$ cat config.mk
export PLATFORM = sky130hd
export DESIGN_NAME = imm_gen_stage
export DESIGN_NICKNAME = d
export VERILOG_FILES = /design/src/rtl/imm_gen_stage.sv
export SDC_FILE = /design/constraint.sdc
export NUM_CORES = 1
export LEC_CHECK = 0
export BUFFER_PORTS_ARGS = -buffer_cell sky130_fd_sc_hd__buf_2
export CAP_MARGIN = 5
export CORE_MARGIN = 2
export CORE_UTILIZATION = 59
export CTS_BUF_LIST = sky130_fd_sc_hd__clkbuf_16
export DETAILED_ROUTE_END_ITERATION = 7
export GPL_TIMING_DRIVEN = 0
export PLACE_DENSITY = 0.85
export SLEW_MARGIN = 20
export SYNTH_ARGS = -nofsm -noshare
export SYNTH_HDL_FRONTEND = slang
export SYNTH_SLANG_ARGS = --single-unit
$ cat constraint.sdc
create_clock -name i_clk -period 5.18 [get_ports i_clk]
set_clock_uncertainty 0.2 [all_clocks]
set_input_delay 1.036 -clock i_clk [delete_from_list [all_inputs] [get_ports i_clk]]
set_output_delay 1.036 -clock i_clk [all_outputs]
set_load 0.005 [all_outputs]
$ cat src/rtl/imm_gen_stage.sv
// -----------------------------------------------------------------------------
// imm_gen_stage
//   Decodes the instruction format and sign-extended immediate of an RV32I
//   instruction word, then passes the result through a 2-entry skid buffer
//   (output register plus one skid register) with valid/ready handshakes on
//   both sides. The latency is one cycle, and the buffer can sustain one
//   instruction per cycle.
//
// Parameters
//   M          extended immediate width in bits (M >= 32)
//
// Ports
//   i_clk      clock; all state updates on its rising edge
//   i_rst      asynchronous active-high reset
//   i_valid    upstream instruction valid
//   o_ready    block can accept an instruction (registered)
//   i_instr    RV32I instruction word
//   o_valid    output entry valid (registered)
//   i_ready    downstream accepts the output entry
//   o_imm      decoded, sign-extended immediate (0 for R and BAD formats)
//   o_fmt      format: R=0, I=1, S=2, B=3, U=4, J=5, BAD=7
//   o_illegal  opcode not recognised
// -----------------------------------------------------------------------------
module imm_gen_stage #(
  parameter int M = 32
) (
  input  logic         i_clk,
  input  logic         i_rst,
  input  logic         i_valid,
  output logic         o_ready,
  input  logic [31:0]  i_instr,
  output logic         o_valid,
  input  logic         i_ready,
  output logic [M-1:0] o_imm,
  output logic [2:0]   o_fmt,
  output logic         o_illegal
);

  // Buffer occupancy states
  localparam logic [1:0] ST_EMPTY = 2'd0;
  localparam logic [1:0] ST_HALF  = 2'd1;
  localparam logic [1:0] ST_FULL  = 2'd2;

  // Format encodings
  localparam logic [2:0] FMT_R   = 3'd0;
  localparam logic [2:0] FMT_I   = 3'd1;
  localparam logic [2:0] FMT_S   = 3'd2;
  localparam logic [2:0] FMT_B   = 3'd3;
  localparam logic [2:0] FMT_U   = 3'd4;
  localparam logic [2:0] FMT_J   = 3'd5;
  localparam logic [2:0] FMT_BAD = 3'd7;

  // Recognised opcodes
  localparam logic [6:0] OP_IMM    = 7'b0010011;
  localparam logic [6:0] OP_LOAD   = 7'b0000011;
  localparam logic [6:0] OP_JALR   = 7'b1100111;
  localparam logic [6:0] OP_STORE  = 7'b0100011;
  localparam logic [6:0] OP_BRANCH = 7'b1100011;
  localparam logic [6:0] OP_LUI    = 7'b0110111;
  localparam logic [6:0] OP_AUIPC  = 7'b0010111;
  localparam logic [6:0] OP_JAL    = 7'b1101111;
  localparam logic [6:0] OP_REG    = 7'b0110011;

  typedef struct packed {
    logic [M-1:0] imm;
    logic [2:0]   fmt;
    logic         ill;
  } entry_t;

  // Combinational decode of one instruction word into a buffer entry.
  // The immediate is first built as a 32-bit value, and its bit 31 (which is
  // always instr[31] for I/S/B/U/J) is then replicated up to M bits. This
  // avoids a zero-width replication when M == 32.
  function automatic entry_t decode(input logic [31:0] instr);
    entry_t      e;
    logic [31:0] imm32;
    e.fmt = FMT_BAD;
    e.ill = 1'b1;
    imm32 = 32'd0;
    case (instr[6:0])
      OP_IMM, OP_LOAD, OP_JALR: begin
        e.fmt = FMT_I;
        e.ill = 1'b0;
        imm32 = {{20{instr[31]}}, instr[31:20]};
      end
      OP_STORE: begin
        e.fmt = FMT_S;
        e.ill = 1'b0;
        imm32 = {{20{instr[31]}}, instr[31:25], instr[11:7]};
      end
      OP_BRANCH: begin
        e.fmt = FMT_B;
        e.ill = 1'b0;
        imm32 = {{19{instr[31]}}, instr[31], instr[7], instr[30:25],
                 instr[11:8], 1'b0};
      end
      OP_LUI, OP_AUIPC: begin
        e.fmt = FMT_U;
        e.ill = 1'b0;
        imm32 = {instr[31:12], 12'd0};
      end
      OP_JAL: begin
        e.fmt = FMT_J;
        e.ill = 1'b0;
        imm32 = {{11{instr[31]}}, instr[31], instr[19:12], instr[20],
                 instr[30:21], 1'b0};
      end
      OP_REG: begin
        e.fmt = FMT_R;
        e.ill = 1'b0;
        imm32 = 32'd0;
      end
      default: begin
        e.fmt = FMT_BAD;
        e.ill = 1'b1;
        imm32 = 32'd0;
      end
    endcase
    e.imm       = {M{imm32[31]}};
    e.imm[31:0] = imm32;
    return e;
  endfunction

  logic [1:0] state_q, state_d;
  logic       ready_q, ready_d;
  logic       valid_q, valid_d;
  entry_t     out_q, out_d;
  entry_t     skid_q, skid_d;
  entry_t     dec_s;
  logic       accept_s;
  logic       pop_s;

  assign dec_s    = decode(i_instr);
  assign accept_s = i_valid && ready_q;
  assign pop_s    = valid_q && i_ready;

  // Next-state and entry movement for the skid buffer
  always_comb begin
    state_d = state_q;
    out_d   = out_q;
    skid_d  = skid_q;
    case (state_q)
      ST_EMPTY: begin
        if (accept_s) begin
          state_d = ST_HALF;
          out_d   = dec_s;
        end else begin
          state_d = ST_EMPTY;
        end
      end
      ST_HALF: begin
        if (accept_s && !pop_s) begin
          state_d = ST_FULL;
          skid_d  = dec_s;
        end else if (pop_s && !accept_s) begin
          state_d = ST_EMPTY;
        end else if (accept_s && pop_s) begin
          state_d = ST_HALF;
          out_d   = dec_s;
        end else begin
          state_d = ST_HALF;
        end
      end
      ST_FULL: begin
        // o_ready is low here, so a pop is the only possible event
        if (pop_s) begin
          state_d = ST_HALF;
          out_d   = skid_q;
        end else begin
          state_d = ST_FULL;
        end
      end
      default: begin
        // Unused encoding: recover to an empty buffer
        state_d = ST_EMPTY;
      end
    endcase
    ready_d = (state_d != ST_FULL);
    valid_d = (state_d != ST_EMPTY);
  end

  // State and data registers; reset empties the buffer immediately
  always_ff @(posedge i_clk or posedge i_rst) begin
    if (i_rst) begin
      state_q <= ST_EMPTY;
      ready_q <= 1'b1;
      valid_q <= 1'b0;
      out_q   <= '0;
      skid_q  <= '0;
    end else begin
      state_q <= state_d;
      ready_q <= ready_d;
      valid_q <= valid_d;
      out_q   <= out_d;
      skid_q  <= skid_d;
    end
  end

  assign o_ready   = ready_q;
  assign o_valid   = valid_q;
  assign o_imm     = out_q.imm;
  assign o_fmt     = out_q.fmt;
  assign o_illegal = out_q.ill;

endmodule

Word level (Yosys, flattened, before mapping)
Index checks and enable logic that the tools add are counted.
- word-level logic and storage cells: 53
- input bits: 36
- bits in registers: 76
- equality and inequality tests: 17
- reductions and logical operators: 14
- multiplexer cells: 13
- operator list (cell ; count):
    36-bit 2-to-1 mux ; 5
    32-bit case mux with 5 select lines ; 1
    36-bit case mux with 3 select lines ; 1
    4-bit case mux with 6 select lines ; 1
    7-bit by 6-bit equality test with 1-bit output, second input constant ; 3
    7-bit equality test, second input constant ; 3
    7-bit by 5-bit equality test with 1-bit output, second input constant ; 2
    2-bit inequality test, second input constant ; 6
    7-bit by 2-bit equality test with 1-bit output, second input constant ; 1
    2-bit case mux with 3 select lines ; 1
    6-bit AND reduction ; 1
    1-bit logical AND ; 5
    2-bit 2-to-1 mux ; 2
    3-bit nonzero test ; 1
    3-bit OR reduction ; 1
    2-bit by 1-bit equality test with 1-bit output, second input constant ; 1
    2-bit equality test, second input constant ; 1
    1-bit logical NOT ; 2
    2-bit logical NOT ; 1
    1-bit 2-to-1 mux ; 2
    2-bit AND reduction ; 1
    2-bit nonzero test ; 1
    2-bit OR reduction ; 1

Depth between registers and ports, before layout
- depth in word-level cells: 7
- gate-level depth with buffers: 9
- depth with buffers taken out: 7

Least setup slack after synthesis
OpenSTA, ideal clock, no wires.
- kind: input to register
- start point: input port i_instr[3]
- end point: register out_q (netlist bit o_imm[12])
- cell stages on the path: 7
- required time: 4.886 ns
- setup slack: 2.473 ns
- path buffers: 2
- setup time: 0.094 ns
- arrival time: 2.413 ns
- cell sequence: buf_6 -> or2_4 -> or4_4 -> buf_6 -> a21boi_4 -> a21oi_1 -> a211oi_1
- longest elaborated chain between the ends: 7
- elaborated cells between the ends (all ways): 16
- those cells by class: eq/ne: 8; mux: 6; reduce/logical: 2
- RTL lines (item ; RTL line ; RTL):
    start, declared ; 31 ; input logic [31:0] i_instr,
    7-bit by 5-bit equality test with 1-bit output (tied with other cells) ; 80 ; case (instr[6:0])
    3-bit OR reduction / 2-bit OR reduction (equally long branches) ; 80 ;
    32-bit case mux with 5 select lines * ; 80 ;
    36-bit 2-to-1 mux ; 157 ; end else if (accept_s && pop_s) begin
    36-bit 2-to-1 mux ; 155 ; end else if (pop_s && !accept_s) begin
    36-bit 2-to-1 mux ; 152 ; if (accept_s && !pop_s) begin
    36-bit case mux with 3 select lines * ; 142 ; case (state_q)
    end signal, assigned ; 194 ; out_q <= out_d;
    end, declared ; 127 ; entry_t out_q, out_d;
Mark *: on every way between the ends. The rest lies on a longest branch, timed or not. The select of a mux whose other input is x is not followed.
A chain may end at the register's enable or synchronous reset.

Worst setup path in the final report
- start point: input port i_valid
- end point: register out_q (netlist bit o_imm[18])
- longest elaborated chain between the ends: 5
- elaborated cells between the ends (all ways): 10
- those cells by class: eq/ne: 4; reduce/logical: 6
- RTL lines (item ; RTL line ; RTL):
    start, declared ; 29 ; input logic i_valid,
    1-bit logical AND * ; 134 ; assign accept_s = i_valid && ready_q;
    1-bit logical NOT ; 155 ;
    1-bit logical AND ; 155 ;
    2-bit inequality test (no line) ; n/a ;
    6-bit AND reduction (no line) * ; n/a ;
Mark *: on every way between the ends. The rest lies on a longest branch, timed or not.

==> reports/metrics.cfg <==
[final_layout]
num_antenna_cells=0
syn2layout_area_growth_pct=20.7
nNetsFinal=497
drive_gt1_share_pct=22.6

[worst_setup_path]
required_ns=5.16
endpoint_kind=flop
cpPeakStageDelay_ns=0.56
crit_chain=buf_2 > nand2_1 > inv_1 > ha_1 > nor2_1 > a31oi_1 > nor2_1 > clkbuf_1 > a211oi_2
critPathLaunch=i_valid
crit_path_start_kind=primary input
crit_top_cell=nor2_1
crit_path_max_fanout=10
worstPathArrival_ns=2.91
r2r_start=o_ready
worstSetupPathType=in -> reg
crit_slowest_cell=clkbuf_1

[route]
routed_via_density=6.10
final_antenna_net_count=0
dr.pass1.iters=5
routed_wl_um=9160
drc=0
num_vias=3268
drtIter0Drc=224
wl_per_cell_um=17.1

[synth]
ys_seq_area_share_pct=52.5
synth_common_cells=dfrtp_1, nand2_1, nor2_1
synth_top_area_share_pct=51.8
synth_ff_type=dfrtp_1
synth_nets=414
syn-cell-area_mm2=0.00362
synth_edf_count=0
yosysWarningCount=0
syn_inst=375
ys_seq_elements=76
synth.distinct_cells=48
postSynth.asyncResetShare_pct=100
synth_top_area_cell=dfrtp_1
synth.most_common_cell=dfrtp_1
avgSynthCellArea_um2=9.67
yosys-top-cells-area=dfrtp_1, nand2_1, mux2i_1, nor2_1, a21oi_1

[global_routing]
grt_first_pass_wirelength_um=14200
track_usage_pct=28.3
grt_pass1_vias=2964
grt_antenna_before_repair=0
grt_overflow_total=0
grt_max_degree=49

[timing]
worst_pin_slew_ns=0.779
fin_crit_sh_pct=56.5
fmax_ghz=0.342
whs_ns=0.274
final.min_clock_period_ns=2.93
finalHoldViolCount=0
report.final.setup_viol=0
rsz0062_at_grt=false
slew_viol_final=0
tns_ns=0
max_slew_margin_pct=48.0

[cts]
h-tree-depth=3
clockBufferDepth=2
worstSkewPairLatency_ns=0.33
cts_tree=built
post_cts_buffers=0
cts.sinks=76
path_clk_slew_ns=0.05
cts-root-buf=clkbuf_16
cts-resized-gates=0
cts_buffers=9
holdBufCountCts=0

[hold_path]
hp-class=reg -> reg
hold_path_startpoint=skid_q[8]

[power_and_ir_drop]
sw_frac_of_total_pct=36.6
p_seq_share_pct=38.0
p_sw_uw=932
power_density_mw_per_mm2=582
p_int_mw=1.62
combPwrFrac_pct=39.0
peakVddDrop_mv=0.283
cellLeakagePower_nw=1.96
pwr-share-clk_pct=23.0

[place]
io_buffers=71
hpwl_um=6300
routabilityCongestion=0.896

[floorplan]
dieWidth_um=82.4
core-area_mm2=0.00592
die_y_um=82.4
io_pins=74
initial_core_util_pct=61.2
dieArea_mm2=0.00679
row_count=28

[flow_run]
maxCapViolations=0

[run_status]
outcome=completed

[registers in the layout, indices dropped and copies added (netlist names)]
register   flops
state_q        2
o_fmt          3
o_valid        1
o_illegal      1
skid_q        36
o_ready        1
o_imm         32
[area by class of cell]
type,count,area (um2)
Fill cell,406,1550
Clock inverter,5,46.3
Tap cell,75,93.8
Sequential cell,76,1900
Buffer,25,111
Timing Repair Buffer,72,383
Inverter,5,21.3
Clock buffer,9,225
Multi-Input combinational cell,269,1590
[path summary, 6_finish.rpt]
path,end,slack (ns),depth (start not counted)
worst max-delay path,o_imm[18],2.25,9
worst min-delay path,skid_q[8],0.27,2
worst max register to register,o_imm[18],2.65,7
worst min register to register,skid_q[8],0.27,2
max in group asynchronous,skid_q[7],3.74,3
min in group asynchronous,o_valid,0.49,2
[power groups by stage]
stage | Sequential [mW] | Combinational, mW | Clock (mW)
after floorplan | 0.968 | 0.631 | 0
after global placement | 0.961 | 0.940 | 0
after detailed placement | 0.973 | 0.982 | 0
after CTS | 0.965 | 0.992 | 0.586
after global routing | 0.992 | 1.10 | 0.618
final | 0.967 | 0.995 | 0.586
[worst max-delay path: cells and delay by family]
family	cells	cell delay, ns
compound gates	2	0.33
buf+inv	3	0.73
fa+ha+maj	1	0.21
simple gates	3	0.60
[cells by family (layout without fill, tap and decap cells)]
group / Yosys count / after routing / synth area share (%)
AND/OR/NAND/NOR: 137 / 137 / 17.7
AO/OA/AOI/OAI: 113 / 113 / 20.7
flip-flops: 76 / 76 / 52.5
buffers and inverters: 30 / 116 / 3.59
multiplexers: 16 / 16 / 4.42
adder cells (fa/ha/maj): 3 / 3 / 1.04
[per-stage QoR]
step | std cells | util (%) | setup WS, ns | cell area (um2) | total power [mW]
2_1_floorplan | 375 | - | 2.01 | 3620 | 1.60
3_3_place_gp | 521 | 68.8 | 1.19 | 4070 | 1.90
3_5_place_dp | 522 | 69.3 | 1.97 | 4100 | 1.96
4_1_cts | 536 | 73.9 | 2.30 | 4380 | 2.54
5_1_grt | 536 | 73.9 | 2.09 | 4380 | 2.71
6_report | 536 | 73.9 | 2.25 | 4380 | 2.55
[cells in the final DEF (no fill, tap or decap), types with 3 or more instances in the layout]
cell type / Yosys / final
a211oi_1: 8 / 8
a211oi_2: 5 / 5
a21o_1: 3 / 3
a21oi_1: 30 / 30
a221oi_1: 6 / 6
a22o_1: 6 / 6
a22oi_1: 4 / 4
a31oi_1: 11 / 11
buf_2: 2 / 73
clkbuf_1: 20 / 20
clkbuf_16: 0 / 9
dfrtp_1: 75 / 75
ha_1: 3 / 3
inv_1: 5 / 5
mux2i_1: 16 / 16
nand2_1: 45 / 45
nand2b_1: 17 / 17
nand3_1: 6 / 6
nor2_1: 41 / 41
nor3_1: 10 / 10
o21ai_0: 28 / 28
[layer usage]
metal  vias up  global-route usage (%)  part of all wire [%]
met1      1608                    37.4                    44
met3        12                    5.98                   6.5
met5         -                       0                     0
li1       1498                       -                     -
met2       150                    46.2                    48
met4         0                    10.2                   1.4
Note: power is estimated with default switching activity, not from simulation.
